File: src/rtl/frame_sync_buffer.sv
// frame_sync_buffer: triple-register (back / shadow / front) frame buffer.
// The producer fills the back buffer and commits a frame. The display-side
// front buffer only changes at the start of vertical blanking, so the picture
// generator never sees a partially updated frame. IMMEDIATE=1 bypasses the
// vblank wait and promotes every commit straight to the front buffer.
module frame_sync_buffer #(
   parameter int             CH        = 10,
   parameter int             W         = 10,
   parameter logic [W-1:0]   RST_VAL   = '0,
   parameter int             IMMEDIATE = 0,
   parameter int             IW        = (CH > 1) ? $clog2(CH) : 1
) (
   input  logic              clk,
   input  logic              rst,
   input  logic              wr_en,
   input  logic [IW-1:0]     wr_idx,
   input  logic [W-1:0]      wr_data,
   input  logic              commit,
   input  logic              vs_n,
   output logic [CH*W-1:0]   front_data,
   output logic              pending,
   output logic              swap,
   output logic [7:0]        drop_cnt
);

   logic [W-1:0]  back_q   [CH];
   logic [W-1:0]  shadow_q [CH];
   logic [W-1:0]  front_q  [CH];
   logic [W-1:0]  snap     [CH];
   logic [CH-1:0] wr_hit;
   logic          vs_q;
   logic          vb_start;
   logic          promote;

   assign vb_start = vs_q & ~vs_n;
   assign promote  = vb_start & pending;

   // Decode the write index; out-of-range indices match no channel.
   // The snapshot merges a same-cycle write so commit captures it.
   always_comb begin
      for (int i = 0; i < CH; i++) begin
         wr_hit[i] = wr_en && (int'(wr_idx) == i);
         snap[i]   = wr_hit[i] ? wr_data : back_q[i];
      end
   end

   // Flatten the front buffer, channel i at bits [i*W +: W].
   always_comb begin
      front_data = '0;
      for (int i = 0; i < CH; i++) begin
         front_data[i*W +: W] = front_q[i];
      end
   end

   // Buffer storage, commit/promotion sequencing and drop accounting.
   always_ff @(posedge clk) begin
      if (rst) begin
         for (int i = 0; i < CH; i++) begin
            back_q[i]   <= RST_VAL;
            shadow_q[i] <= RST_VAL;
            front_q[i]  <= RST_VAL;
         end
         pending  <= 1'b0;
         swap     <= 1'b0;
         drop_cnt <= 8'd0;
         vs_q     <= 1'b1;
      end else begin
         vs_q <= vs_n;
         swap <= 1'b0;
         for (int i = 0; i < CH; i++) begin
            if (wr_hit[i]) back_q[i] <= wr_data;
         end
         if (IMMEDIATE != 0) begin
            // Bypass: every commit goes straight to the display.
            if (commit) begin
               for (int i = 0; i < CH; i++) begin
                  shadow_q[i] <= snap[i];
                  front_q[i]  <= snap[i];
               end
               swap <= 1'b1;
            end
         end else begin
            if (promote) begin
               for (int i = 0; i < CH; i++) begin
                  front_q[i] <= shadow_q[i];
               end
               swap <= 1'b1;
            end
            if (commit) begin
               for (int i = 0; i < CH; i++) begin
                  shadow_q[i] <= snap[i];
               end
               pending <= 1'b1;
               // A same-cycle promotion consumes the old shadow, so no drop.
               if (pending && !promote && drop_cnt != 8'hFF) begin
                  drop_cnt <= drop_cnt + 8'd1;
               end
            end else if (promote) begin
               pending <= 1'b0;
            end
         end
      end
   end

endmodule
File: config.mk
export PLATFORM = sky130hd
export DESIGN_NAME = frame_sync_buffer
export DESIGN_NICKNAME = d
export VERILOG_FILES = /design/src/rtl/frame_sync_buffer.sv
export SDC_FILE = /design/constraint.sdc
export NUM_CORES = 1
export LEC_CHECK = 0
export ABC_AREA = 1
export CAP_MARGIN = 25
export CORE_MARGIN = 1
export CORE_UTILIZATION = 51
export CTS_CLUSTER_SIZE = 28
export DETAILED_ROUTE_END_ITERATION = 8
export PLACE_DENSITY = 0.76
export SETUP_SLACK_MARGIN = 0.3
export SYNTH_ARGS = -nofsm -noshare
export SYNTH_HDL_FRONTEND = slang
export SYNTH_SLANG_ARGS = --single-unit
export TNS_END_PERCENT = 50
File: constraint.sdc
create_clock -name clk -period 4.06 [get_ports clk]
set_input_delay 0.812 -clock clk [delete_from_list [all_inputs] [get_ports clk]]
set_output_delay 0.812 -clock clk [all_outputs]
set_load 0.02 [all_outputs]
# ---- Word level (Yosys, flattened, before mapping)
# Memories as Yosys holds them, arrays and structs flattened.
# Cells that the tools add are included.
dict set report classes {
  magnitude_cmp 0
  mux 80
  reduce_logical 16
  n_eq_ne 10
  mul 0
  n_shift 0
  n_div 0
  bitwise_logic 33
  add_sub_neg 1
}
# cell n
set op_table {}
lappend op_table {{10-bit 2-to-1 mux} 40}
lappend op_table {{1-bit 2-to-1 mux} 40}
lappend op_table {{1-bit bitwise OR} 30}
lappend op_table {{4-bit equality test, second input constant} 6}
lappend op_table {{1-bit logical AND} 12}
lappend op_table {{8-bit by 1-bit adder with 8-bit output, second input constant} 1}
lappend op_table {{4-bit by 3-bit equality test with 1-bit output, second input constant} 2}
lappend op_table {{8-bit != test, second input constant} 1}
lappend op_table {{4-bit by 2-bit equality test with 1-bit output, second input constant} 1}
lappend op_table {{4-bit logical NOT} 1}
lappend op_table {{1-bit bitwise AND} 2}
lappend op_table {{2-bit AND reduction} 1}
lappend op_table {{2-bit nonzero test} 1}
lappend op_table {{1-bit logical NOT} 1}
lappend op_table {{1-bit NOT} 1}
dict set report totals {
  romBits 0
  ram_bits 300
  memories 3
  register_bits 11
  out_inout_bits 110
  latchBits 0
}
# name depth width read_ports rd_ports_with_merged_regs write_ports line_no
set memory_table {}
lappend memory_table {back_q 10 10 10 0 10 26} ;# logic [W-1:0] back_q [CH];
lappend memory_table {front_q 10 10 10 0 10 28} ;# logic [W-1:0] front_q [CH];
lappend memory_table {shadow_q 10 10 10 0 10 27} ;# logic [W-1:0] shadow_q [CH];

# ---- Depth between registers and ports, before layout
dict set report depth {
  word_depth 7
  ltp_mapped 8
  depth_no_buf 8
}

# ---- Worst setup path after synthesis
# No wires, ideal clock.
dict set report synth_path {
  path_kind {in2reg}
  startpoint {input rst}
  endpoint {memory shadow_q[0][0] (enable)}
  cell_stages 4
  setup_slack_ns 0.057
  setup_ns 0.934
  arrival_ns 3.068
  path_cell_list {inv_1 -> clkbuf_1 -> buf_2 -> nand2_1}
}
# element line_no
set synth_rtl {}
lappend synth_rtl {{from (decl)} 14} ;# input logic rst,
lappend synth_rtl {{to (decl)} 27}

==> flow_summary.toml <==
[yosys]
ys.flop_type = "edfxtp_1"
ys_seq_area_frac = 0.7429
ys_seq_elements = 311
yosysTopAreaCellShare = 0.7252
synth_most_common_cell = "edfxtp_1"
synth_common_cells = "300 x edfxtp_1, 231 x nor2_1, 181 x nand2_1, 131 x inv_1, 95 x a21oi_1"
syn_area_mm2 = 0.01242
synth_edf_count = 300
synthArstFlopShare = 0
ys_types = 22
synth_area_leaders = "edfxtp_1 73%, nor2_1 7.0%, nand2_1 5.5%"
syn-instance-count = 1080
synth_nets = 1100
synth_area_leader_cell = "edfxtp_1"
syn_avg_cell_area_um2 = 11.50
yosys_warnings = 0

[timing]
worst_pin_slew_ns = 0.8163
setup_tns_ns = 0
timing.fmax_ghz = 0.4011
finalCritPeriodShare = 0.6140
drv_slew = 0
slew_headroom = 0.4552
setup_viol = 0
finClkSkew_ns = 0.007126
rsz0062_at_grt = "no"
fin_crit_ns = 2.493
finalHoldViolCount = 0

[setup_path]
crit_required_ns = 4.26
crit_path_start_kind = "input pin"
cp-end-kind = "flop"
cpPeakStageDelay_ns = 0.55
r2r_cells = 4
slowest_stage = "clkdlybuf4s50_1"
crit_type = "input pin to flop"
crit_chain = "clkdlybuf4s50_1 -> inv_2 -> nor2_1 -> nand2_1 -> nor2_2 -> inv_1 -> nand2_1"
crit_fanout = 12
path_common_cell = "nand2_1"
cp.arrival_ns = 2.69

[placement]
gp_congestion = 0.8278
place_area_mm2 = 0.01403
io_buffers = 128
hpwlAfterDp_um = 15950
dp_cells = 1487

[cts]
postCtsSetupRepairBufs = 0
ctsHoldBuffers = 0
cts-resized-gates = 0
clk_pin_slew_worst_paths_ns = 0.06
htreeDepth = 1
cts-root-buf = "clkbuf_16"
cts_buffers = 31
clk_latency_ns = 0.55
cts_tree = "built"
clockBufferDepth = 3
cts.sinks = 311

[route]
drtAntennaViolNets = 0
num_vias = 7974
wl_um = 25650
drtIter0Drc = 750
post_drt_via_cell_ratio = 5.161
wl_per_cell_um = 16.60
dr.pass1.iters = 5
drc = 0

[min_path]
min_path_cells = 2
holdCritPathClass = "flop to flop"

[grt]
grt_usage = 0.2090
gr-total-overflow = 0
antenna_found_initial = 3
grt_pass1_wl_um = 39260
first_global_vias = 7505
grt_start_max_net_pins = 73

[run_status]
status = "finished, final reports clean"

[power_and_ir_drop]
p_leak_nw = 5.722
powerDensity_mw_per_mm2 = 467.5
peakVddDrop_mv = 0.2387

[finish]
fillers = 1844
synthToLayoutAreaGrowth_pct = 20.83
drive_gt1_frac = 0.06939
nets = 1221
instances_no_fill = 1545
final_area_mm2 = 0.01501

[floorplan]
core-area_mm2 = 0.02368
dieArea_mm2 = 0.02498
ioPinCount = 129
rows = 56
die_h_um = 158.1
floorplan.initialDensity = 0.5245
die_w_um = 158.1

[job]
max_cap_violations = 0
-- routing by layer --
| layer | track usage | wire [um] | up-vias |
|---|---|---|---|
| met3 | 0.04407 | 2731 | 73 |
| met1 | 0.2751 | 9884 | 3685 |
| met4 | 0.08288 | 809 | 2 |
| met2 | 0.3405 | 12210 | 407 |
| li1 | - | - | 3807 |
| met5 | 0 | 12 | - |
-- worst max-delay path: cells and delay by family --
family,cells,cell delay [ns]
buf+inv,3,0.90
simple gates,4,0.98
-- area by class of cell --
| cell class | count | area (um2) | area share |
|---|---|---|---|
| Tap cell | 319 | 399.1 | 0.02659 |
| Inverter | 142 | 533.0 | 0.03551 |
| Multi-Input combinational cell | 572 | 2427 | 0.1617 |
| Timing Repair Buffer | 143 | 1444 | 0.09620 |
| Clock inverter | 10 | 78.83 | 0.005252 |
| Sequential cell | 311 | 9229 | 0.6149 |
| Antenna cell | 1 | 2.502 | 0.0001667 |
| Clock buffer | 47 | 895.9 | 0.05969 |
-- flip-flops by register name, indices dropped and copies added (netlist names) --
name      cells
front_q     100
swap          1
vs_q          1
shadow_q    100
pending       1
drop_cnt      8
back_q      100
-- layout by cell type (no fill, tap or decap) --
cell type | Yosys | layout
nand3b_1 | 1 | 1
nand2_2 | 1 | 1
nor3_1 | 4 | 4
clkinv_4 | 0 | 1
bufinv_16 | 0 | 1
nand2_4 | 0 | 2
o21ai_0 | 27 | 27
clkinv_1 | 4 | 4
nand2_1 | 181 | 179
clkinv_2 | 0 | 8
nor2_1 | 231 | 231
diode_2 | 0 | 1
a211oi_1 | 9 | 9
nand3_2 | 2 | 2
dfxtp_1 | 11 | 11
a21oi_1 | 95 | 95
inv_2 | 7 | 7
buf_4 | 5 | 11
clkdlybuf4s50_1 | 0 | 128
inv_1 | 131 | 131
edfxtp_1 | 300 | 300
buf_12 | 0 | 4
nor2_2 | 9 | 9
clkbuf_8 | 0 | 6
or2_4 | 0 | 1
nor2_4 | 1 | 1
clkbuf_16 | 0 | 31
ha_1 | 1 | 1
clkbuf_1 | 30 | 10
nand3_1 | 9 | 9
-- final timing paths --
kind                           startpoint                          end  slack (ns)
max reg2reg          pending$_SDFFE_PP0P_  front_q[8][5]$_SDFFCE_PN0P_        2.17
min reg2reg  shadow_q[2][5]$_SDFFCE_PN0P_  front_q[2][5]$_SDFFCE_PN0P_        0.55
min          shadow_q[2][5]$_SDFFCE_PN0P_  front_q[2][5]$_SDFFCE_PN0P_        0.55
max                             wr_idx[3]   back_q[9][1]$_SDFFCE_PN0P_        1.57
-- where the power goes --
group | internal (mW) | switching, mW
clock | 1.58 | 1.14
combinational | 0.175 | 0.344
sequential | 3.72 | 0.0553
total | 5.48 | 1.54
-- stage by stage --
| stage | hold slack [ns] | util | power [mW] | setup slack (ns) |
|---|---|---|---|---|
| global route | 0.5650 | 0.6337 | 7.216 | 1.385 |
| global placement | 0.5309 | 0.5925 | 4.350 | 1.176 |
| CTS | 0.5512 | 0.6337 | 7.045 | 1.605 |
| detailed placement | 0.5353 | 0.5925 | 4.364 | 1.081 |
| finish | 0.5451 | 0.6338 | 7.016 | 1.567 |
| floorplan | 0.5192 | - | 4.120 | 1.082 |
-- kinds of logic (layout without fill, tap and decap cells) --
logic type / after synthesis / in the layout / share of synthesized area
and+or+nand+nor: 440 / 440 / 0.1384
buffers and inverters: 197 / 342 / 0.06305
other: 0 / 1 / 0
DFF: 311 / 311 / 0.7429
adders and majority gates: 1 / 1 / 0.001007
AOI/OAI and AO/OA: 131 / 131 / 0.05459
(Power assumes the default switching activity.)
